`src/rtl/dest_sel_pipe.sv`:
```
// rtl/dest_sel_pipe.sv - destination register select with DEPTH-stage valid pipeline and RAW hazard detect
module dest_sel_pipe #(
  parameter int              AW       = 4,
  parameter int              DEPTH    = 3,
  parameter logic [AW-1:0]   LINK_REG = AW'(4'b1111),
  parameter logic [AW-1:0]   ALT_REG  = AW'(4'b1110)
) (
  input  logic          clk,
  input  logic          reset,
  input  logic          in_valid,
  input  logic [2:0]    sel,
  input  logic [AW-1:0] data0,
  input  logic [AW-1:0] data2,
  input  logic [AW-1:0] data4,
  input  logic [AW-1:0] data5,
  input  logic          stall,
  input  logic          flush,
  input  logic [AW-1:0] src_a,
  input  logic [AW-1:0] src_b,
  output logic [AW-1:0] wb_addr,
  output logic          wb_valid,
  output logic          hazard_a,
  output logic          hazard_b,
  output logic [3:0]    occupancy,
  output logic          sel_err
);

  // Stage 0 is the capture stage, stage DEPTH-1 is writeback.
  logic [DEPTH-1:0][AW-1:0] addr_q, addr_d;
  logic [DEPTH-1:0]         v_q, v_d;
  logic                     sel_err_q, sel_err_d;
  logic [AW-1:0]            mux_addr;
  logic                     sel_ok;

  // Destination mux; unused select codes yield address 0 and an invalid entry.
  always_comb begin
    mux_addr = '0;
    case (sel)
      3'd0:    mux_addr = data0;
      3'd1:    mux_addr = LINK_REG;
      3'd2:    mux_addr = data2;
      3'd3:    mux_addr = ALT_REG;
      3'd4:    mux_addr = data4;
      3'd5:    mux_addr = data5;
      default: mux_addr = '0;
    endcase
    sel_ok = (sel <= 3'd5);
  end

  // Next-state: flush clears every valid bit, stall freezes, otherwise shift and capture.
  always_comb begin
    addr_d    = addr_q;
    v_d       = v_q;
    sel_err_d = in_valid && !sel_ok && !stall;
    if (flush) begin
      v_d = '0;
    end else if (!stall) begin
      for (int k = DEPTH - 1; k >= 1; k--) begin
        addr_d[k] = addr_q[k-1];
        v_d[k]    = v_q[k-1];
      end
      addr_d[0] = mux_addr;
      v_d[0]    = in_valid && sel_ok;
    end
  end

  // State registers with synchronous reset that overrides stall and flush.
  always_ff @(posedge clk) begin
    if (reset) begin
      addr_q    <= '0;
      v_q       <= '0;
      sel_err_q <= 1'b0;
    end else begin
      addr_q    <= addr_d;
      v_q       <= v_d;
      sel_err_q <= sel_err_d;
    end
  end

  // Hazards include the writeback stage since the register file updates at the edge.
  always_comb begin
    hazard_a  = 1'b0;
    hazard_b  = 1'b0;
    occupancy = 4'd0;
    for (int k = 0; k < DEPTH; k++) begin
      if (v_q[k] && (addr_q[k] == src_a)) hazard_a = 1'b1;
      if (v_q[k] && (addr_q[k] == src_b)) hazard_b = 1'b1;
      occupancy = occupancy + {3'b000, v_q[k]};
    end
  end

  // A stalled writeback entry is held, so suppress its write unless a flush forces the commit.
  assign wb_addr  = addr_q[DEPTH-1];
  assign wb_valid = v_q[DEPTH-1] && (flush || !stall);
  assign sel_err  = sel_err_q;

endmodule

```
`config.mk`:
```
export PLATFORM = sky130hd
export DESIGN_NAME = dest_sel_pipe
export DESIGN_NICKNAME = d
export VERILOG_FILES = /design/src/rtl/dest_sel_pipe.sv
export SDC_FILE = /design/constraint.sdc
export NUM_CORES = 1
export LEC_CHECK = 0
export ABC_AREA = 1
export CORE_MARGIN = 5
export CORE_UTILIZATION = 43
export CTS_BUF_LIST = sky130_fd_sc_hd__clkbuf_4 sky130_fd_sc_hd__clkbuf_8 sky130_fd_sc_hd__clkbuf_16
export CTS_CLUSTER_SIZE = 20
export DETAILED_ROUTE_END_ITERATION = 10
export PLACE_DENSITY = 0.79
export SLEW_MARGIN = 15
export SYNTH_ARGS = -nofsm -noshare
export SYNTH_HDL_FRONTEND = slang
export SYNTH_SLANG_ARGS = --single-unit
```
`constraint.sdc`:
```
create_clock -name clk -period 1.4 [get_ports clk]
set_clock_uncertainty 0.1 [all_clocks]
set_input_delay 0.28 -clock clk [delete_from_list [all_inputs] [get_ports clk]]
set_output_delay 0.28 -clock clk [all_outputs]
set_load 0.1 [all_outputs]
```
### Word-level counts from Yosys, hierarchy flattened

Cells that the tools add are included.

* add/subtract/negate cells: 2
* multiply operators: 0
* div/mod/pow operators: 0
* magnitude comparators: 1
* equality and inequality tests: 11
* shifts and indexed selects: 0
* muxes and demuxes: 7
* bitwise operators: 2
* reductions and logical operators: 16

Operator list (number)
* 4-bit equality test: 6
* 4-bit case mux with 6 select lines: 1
* 1-bit logical AND: 10
* 3-bit by 2-bit equality test with 1-bit output (second input constant): 2
* 3-bit equality test (second input constant): 2
* 1-bit two-way mux: 6
* 2-bit by 1-bit adder with 3-bit output: 1
* 3-bit by 1-bit equality test with 1-bit output (second input constant): 1
* 3-bit <= comparator (second input constant): 1
* 3-bit logical NOT: 1
* 1-bit by 1-bit adder with 2-bit output: 1
* 1-bit logical NOT: 2
* 1-bit NOT: 2
* 2-bit AND reduction: 1
* 2-bit OR reduction: 1
* 1-bit logical OR: 1

* register bits: 16
* latch bits: 0
* memory bits (writable): 0
* ROM bits: 0
* bits of input ports: 32
* output and inout bits: 12
* word-level logic and storage cells: 44
* memories: 0

### Longest topological paths before layout

Gate-level depths: netlist of run 1.

* word-level depth: 5
* mapped depth: 7

### Worst setup path before layout of run 1

OpenSTA, ideal clock, no wires.

* path type: reg-to-output
* start: register v_q[2]
* end: output port wb_valid
* arrival: 1.869 ns
* path slack: -0.849 ns
* stages on the path, launching flop included: 3
* path buffers: 0
* cell sequence: dfxtp_1 -> inv_1 -> a21oi_1

* cells in the longest elaborated chain, start to end: 1

Ends and longest elaborated chain
* start, declared: RTL line 30 `logic [DEPTH-1:0] v_q, v_d;`
* start signal, assigned: RTL line 75 `v_q <= v_d;`
* 1-bit logical AND: RTL line 94 `assign wb_valid = v_q[DEPTH-1] && (flush || !stall);`
* end, declared: RTL line 21 `output logic wb_valid,`

Every way passes these cells.

### Final worst setup path of run 1

* start: register v_q[2]
* end: output port occupancy[0]

* cells in the longest elaborated chain, start to end: 1

Ends and longest elaborated chain
* 2-bit by 1-bit adder with 3-bit output: RTL line 88 `occupancy = occupancy + {3'b000, v_q[k]};`
* end, declared: RTL line 24 `output logic [3:0] occupancy,`

Every way passes these cells.

==> flow_summary.json, run 1 <==
{
  "final_common_cell": "nand2_1",
  "async_reset_ff_frac": 0,
  "hold_viol": 0,
  "yosysUniqueCellTypes": 25,
  "syn_to_final_growth_pct": 65.7,
  "die-area_um2": 3740,
  "place_congestion": 0.936,
  "ys_ff_latch": 16,
  "synth_top_cells_by_area": "dfxtp_1 28%, nand2_1 13%, nor2_1 12%, nand3_1 6.2%, o21ai_0 4.9%",
  "endpoint_kind": "output pin",
  "p_leak_nw": 0.869,
  "cts_hold_buf": 0,
  "synth_edf_count": 0,
  "fmax_ghz": 0.558,
  "max_cap_viol_count": 0,
  "first_iter_violations": 38,
  "crit_type": "flip-flop to output pin",
  "drt_pass1_iterations": 4,
  "hp-class": "primary input to flip-flop",
  "cpMaxStageDelayCell": "fa_2",
  "clk_pin_slew_worst_paths_ps": 100,
  "postRouteAntennaNets": 0,
  "start_kind": "flip-flop",
  "die_w_um": 61.2,
  "syn_area_per_cell_um2": 6.22,
  "slew_viol_final": 0,
  "diodes": 0,
  "portBuffers": 41,
  "whs_ps": 314,
  "cts-root-buf": "clkbuf_4",
  "synthDominantCellAreaShare": 0.284,
  "ctsLongestPathBuffers": 2,
  "grt_use_met3": 0.0294,
  "grt_util_met2": 0.373,
  "peakVddDrop_mv": 0.579,
  "ys.flop_type": "dfxtp_1",
  "yosysSeqAreaShare": 0.284,
  "p_per_area_nw_per_um2": 691,
  "route.detailed.drc": 0,
  "layout_min_cycle_time_ps": 1790,
  "rsz0062_at_grt": "yes",
  "critPathMaxFanout": 2,
  "synth_cells": 181,
  "stdcell_area_um2": 1870,
  "setup_ws_ps": -391,
  "instances_no_fill": 267,
  "yosysTopAreaCell": "dfxtp_1",
  "post-dp-hpwl_mm": 2.86,
  "htreeDepth": 1,
  "totalWireLength_mm": 3.48,
  "wire_per_inst_um": 13.0,
  "grt_pass1_vias": 1384,
  "cp.required_ps": 1020,
  "grt_pass1_wl_mm": 5.66,
  "syn_area_um2": 1130,
  "vias": 1382,
  "post-place-ws_ps": -485,
  "layout.nets": 271,
  "final_cell_mix": "39 x nand2_1, 34 x nor2_1, 20 x clkdlybuf4s50_1",
  "insertion_delay_ps": 300,
  "row_count": 18,
  "drive_gt1_frac": 0.270,
  "avgViaCountPerCell": 5.18,
  "dp.cells": 263,
  "antenna_found_initial": 0,
  "finalCritPeriodShare": 1.28,
  "cts_tree": "built",
  "synth_warnings": 0,
  "final_core_util": 0.746,
  "grt-ovfl-total": 0,
  "cts_buffers": 3,
  "placeableCoreArea_um2": 2500,
  "critPathArrivalTime_ps": 1410,
  "setup_violations": 5,
  "cpLargestDelayFamily": "adder cells",
  "path_cells": "fa_2, buf_12",
  "track_usage": 0.202,
  "status": "complete, but fails checks",
  "cpPeakStageDelay_ps": 590,
  "grt_max_degree": 14,
  "cts.sink_count": 16,
  "fin_setup_tns_ps": -1370,
  "start_util": 0.450,
  "totalPowerFinal_mw": 1.29,
  "busiest_layer": "met2",
  "dpl_cell_area_um2": 1810,
  "fp.dieH_um": 61.2,
  "path_buf_inv": 1,
  "num_io_pins": 44,
  "violations": "setup timing",
  "use_met1": 0.216
}
repair_timing:
item                       in CTS  in global routing
buffers inserted                0                  0
gates resized for setup        25                  6
cloned                          0                  0
setup endpoints to repair       8                  8
pin swaps                       8                  2
layer usage:
layer  routed length [um]  vias to the layer above
met4                  126                        0
met1                 1300                      637
met3                  237                       11
li1                     -                      684
met2                 1820                       50
met5                    0                        -
flip-flops by register name (all words and copies together), names as in the netlist:
signal / flops
sel_err: 1
v_q: 3
addr_q: 8
wb_addr: 4
synth_stat cells (3+ instances only):
cell and instances:
dfxtp_1 16, xnor2_1 6, xor2_1 4, a21oi_1 8
nor2_2 3, o22ai_1 4, o21ai_1 6, nor2_1 35
nand2_1 39, buf_4 6, nand3_1 14, inv_2 4
o21ai_0 11, inv_1 14
power by group:
group | switching, mW | internal [mW] | leakage (nW)
clock network | 0.153 | 0.159 | 0.0210
registers | 0.0297 | 0.483 | 0.136
logic | 0.259 | 0.206 | 0.712
logic make-up (layout without fill, tap and decap cells):
family                   after synthesis  count (layout)  share of synthesized area
other                                  1               2                    0.00333
AND/OR/NAND/NOR                       95              95                      0.354
adder cells (fa/ha/maj)                1               1                     0.0178
flip-flops                            16              16                      0.284
XOR/XNOR                              10              10                     0.0778
AO/OA/AOI/OAI                         32              32                      0.154
buffers and inverters                 26              81                      0.108
worst paths after layout:
path                   from            to  slack (ps)  cells past startpoint
setup / recovery     v_q[2]  occupancy[0]        -390                      2
hold / removal       sel[1]       sel_err         310                      3
setup reg to reg     v_q[1]        v_q[2]         460                      3
hold reg to reg   addr_q[3]     addr_q[7]         430                      2
worst register-to-register path, stage by stage (launching register included):
cell and delay (ps):
dfxtp_2 390, buf_4 130, nor2_1 40, a211oi_1 210
cell type report:
class	instances	area, um2
Clock buffer	4	36.3
Fill cell	222	634
Inverter	18	67.6
Multi-Input combinational cell	140	741
Sequential cell	16	335
Tap cell	30	37.5
Timing Repair Buffer	59	648
No activity file was read; power rests on OpenSTA's default activity.
==> run 2, diff against run 1 <==
--- a/config.mk
+++ b/config.mk
@@ -11,8 +11,9 @@
 export CTS_BUF_LIST = sky130_fd_sc_hd__clkbuf_4 sky130_fd_sc_hd__clkbuf_8 sky130_fd_sc_hd__clkbuf_16
 export CTS_CLUSTER_SIZE = 20
 export DETAILED_ROUTE_END_ITERATION = 10
-export PLACE_DENSITY = 0.79
+export PLACE_DENSITY_LB_ADDON = 0.1
 export SLEW_MARGIN = 15
 export SYNTH_ARGS = -nofsm -noshare
 export SYNTH_HDL_FRONTEND = slang
 export SYNTH_SLANG_ARGS = --single-unit
+export TNS_END_PERCENT = 100
==> run 2 against run 1 <==
The flow still finishes with violations (setup timing). Utilization rose by 1.8 points. Die area did not move. Maximum frequency rose by 1.0%. Design area rose by 2.4%. Global-route usage fell by 1.3 points. Clock power fell by 3%. Register-to-register slack got worse by 30 ps. Wire length fell by 8.8%.
==> flow_summary.json, run 2 (synthesized netlist as in run 1, its figures left out) <==
{
  "status": "complete, but fails checks",
  "violations": "setup timing",
  "track_usage": 0.189,
  "cts_buffers": 3,
  "largest-register": "addr_q",
  "die_w_um": 61.2,
  "route.detailed.drc": 0,
  "whs_ps": 334,
  "fmax_ghz": 0.564,
  "cts_tree": "built",
  "cpPeakStageDelay_ps": 590,
  "slew_viol_final": 0,
  "diodes": 0,
  "cts-root-buf": "clkbuf_4",
  "critPathMaxFanout": 2,
  "setup_violations": 5,
  "grt-ovfl-total": 0,
  "final_common_cell": "nand2_1",
  "start_util": 0.450,
  "p_leak_nw": 0.879,
  "first_iter_violations": 46,
  "peakVddDrop_mv": 0.560,
  "cp.required_ps": 1020,
  "cts_hold_buf": 0,
  "placeableCoreArea_um2": 2500,
  "grt_pass1_wl_mm": 5.40,
  "antenna_found_initial": 0,
  "cpMaxStageDelayCell": "fa_2",
  "final_core_util": 0.764,
  "grt_max_degree": 14,
  "largest_register_ffs": 8,
  "layout.nets": 273,
  "finalCritPeriodShare": 1.27,
  "insertion_delay_ps": 280,
  "drive_gt1_frac": 0.293,
  "drt_pass1_iterations": 4,
  "syn_to_final_growth_pct": 69.7,
  "row_count": 18,
  "die-area_um2": 3740,
  "hp-class": "primary input to flip-flop",
  "avgViaCountPerCell": 4.90,
  "portBuffers": 41,
  "fp.dieH_um": 61.2,
  "final_cell_mix": "39 x nand2_1, 33 x nor2_1, 20 x clkdlybuf4s50_1",
  "place_congestion": 0.886,
  "p_per_area_nw_per_um2": 671,
  "multiInputGateArea_um2": 756,
  "max_cap_viol_count": 0,
  "clk_pin_slew_worst_paths_ps": 90,
  "setup_ws_ps": -374,
  "cts.sink_count": 16,
  "hold_viol": 0,
  "layout_min_cycle_time_ps": 1770,
  "endpoint_kind": "output pin",
  "critPathArrivalTime_ps": 1390,
  "post-dp-hpwl_mm": 2.66,
  "vias": 1319,
  "start_kind": "flip-flop",
  "ff2ff_setup_slack_ps": 430,
  "htreeDepth": 1,
  "path_cells": "fa_2, buf_12",
  "final-seq-area_um2": 340,
  "grt_pass1_vias": 1319,
  "rsz0062_at_grt": "yes",
  "fillers": 206,
  "num_io_pins": 44,
  "postRouteAntennaNets": 0,
  "totalWireLength_mm": 3.18,
  "ctsLongestPathBuffers": 2,
  "crit_type": "flip-flop to output pin",
  "wire_per_inst_um": 11.8
}
==> run 2: cell types whose count changed in the layout (fill, tap and decap cells not counted), moves of 2 or more <==
cell,change
buf_6,+2
dfxtp_2,-2
dfxtp_4,+2
o21ai_2,+2
==> run 2: layer usage <==
layer  vias up  global-route usage  routed length, um
met4         0              0.0712                 59
li1        690                   -                  -
met1       576               0.220               1300
met3         7              0.0398                213
met5         -                   0                  0
met2        46               0.337               1600
==> run 2: critical path, delay by kind of cell (launching register included) <==
family | cells | cell delay, ps
buffers and inverters | 1 | 170
adders and majority gates | 1 | 590
DFF | 1 | 350
==> run 2: layout make-up <==
| class | count | share of cell area |
|---|---|---|
| multi-input cells | 140 | 0.396 |
| repair buffers | 61 | 0.351 |
| clock buffers | 4 | 0.0190 |
| inverters | 18 | 0.0367 |
| flip-flops and latches | 16 | 0.178 |
| well taps | 30 | 0.0196 |
==> run 2: report_power, final <==
group          internal [mW]  switching [mW]
combinational          0.211           0.259
sequential             0.481          0.0292
clock                  0.158           0.143
total                  0.850           0.431
==> run 2: worst paths after layout <==
path	cells past startpoint	endpoint	from
max reg2reg	4	v_q[2]	v_q[2]
max	2	occupancy[0]	v_q[2]
min	3	sel_err	sel[1]
min reg2reg	2	addr_q[7]	addr_q[3]
==> run 2: metrics by stage <==
| stage | setup WS (ps) | cell area (um2) | setup TNS (ps) | std cells | power (mW) |
|---|---|---|---|---|---|
| CTS | -384 | 1840 | -1340 | 267 | 1.27 |
| floorplan | -211 | 1170 | -211 | 182 | 0.767 |
| global placement | -484 | 1810 | -3180 | 263 | 0.971 |
| detailed placement | -501 | 1810 | -3660 | 263 | 0.980 |
| global route | -408 | 1910 | -1660 | 269 | 1.35 |
| finish | -374 | 1910 | -1360 | 269 | 1.28 |
==> run 2: repair_timing <==
action | CTS | global route
resized for setup | 20 | 21
buffers inserted | 0 | 2
endpoints found under the setup margin | 6 | 10
pin swaps | 8 | 10
==> run 3, diff against run 2 <==
--- a/config.mk
+++ b/config.mk
@@ -12,7 +12,7 @@
 export CTS_CLUSTER_SIZE = 20
 export DETAILED_ROUTE_END_ITERATION = 10
 export PLACE_DENSITY_LB_ADDON = 0.1
-export SLEW_MARGIN = 15
+export SLEW_MARGIN = 20
 export SYNTH_ARGS = -nofsm -noshare
 export SYNTH_HDL_FRONTEND = slang
 export SYNTH_SLANG_ARGS = --single-unit
==> results of run 3 <==
Same layout as run 2: the final DEF is identical, and so are final timing and power.
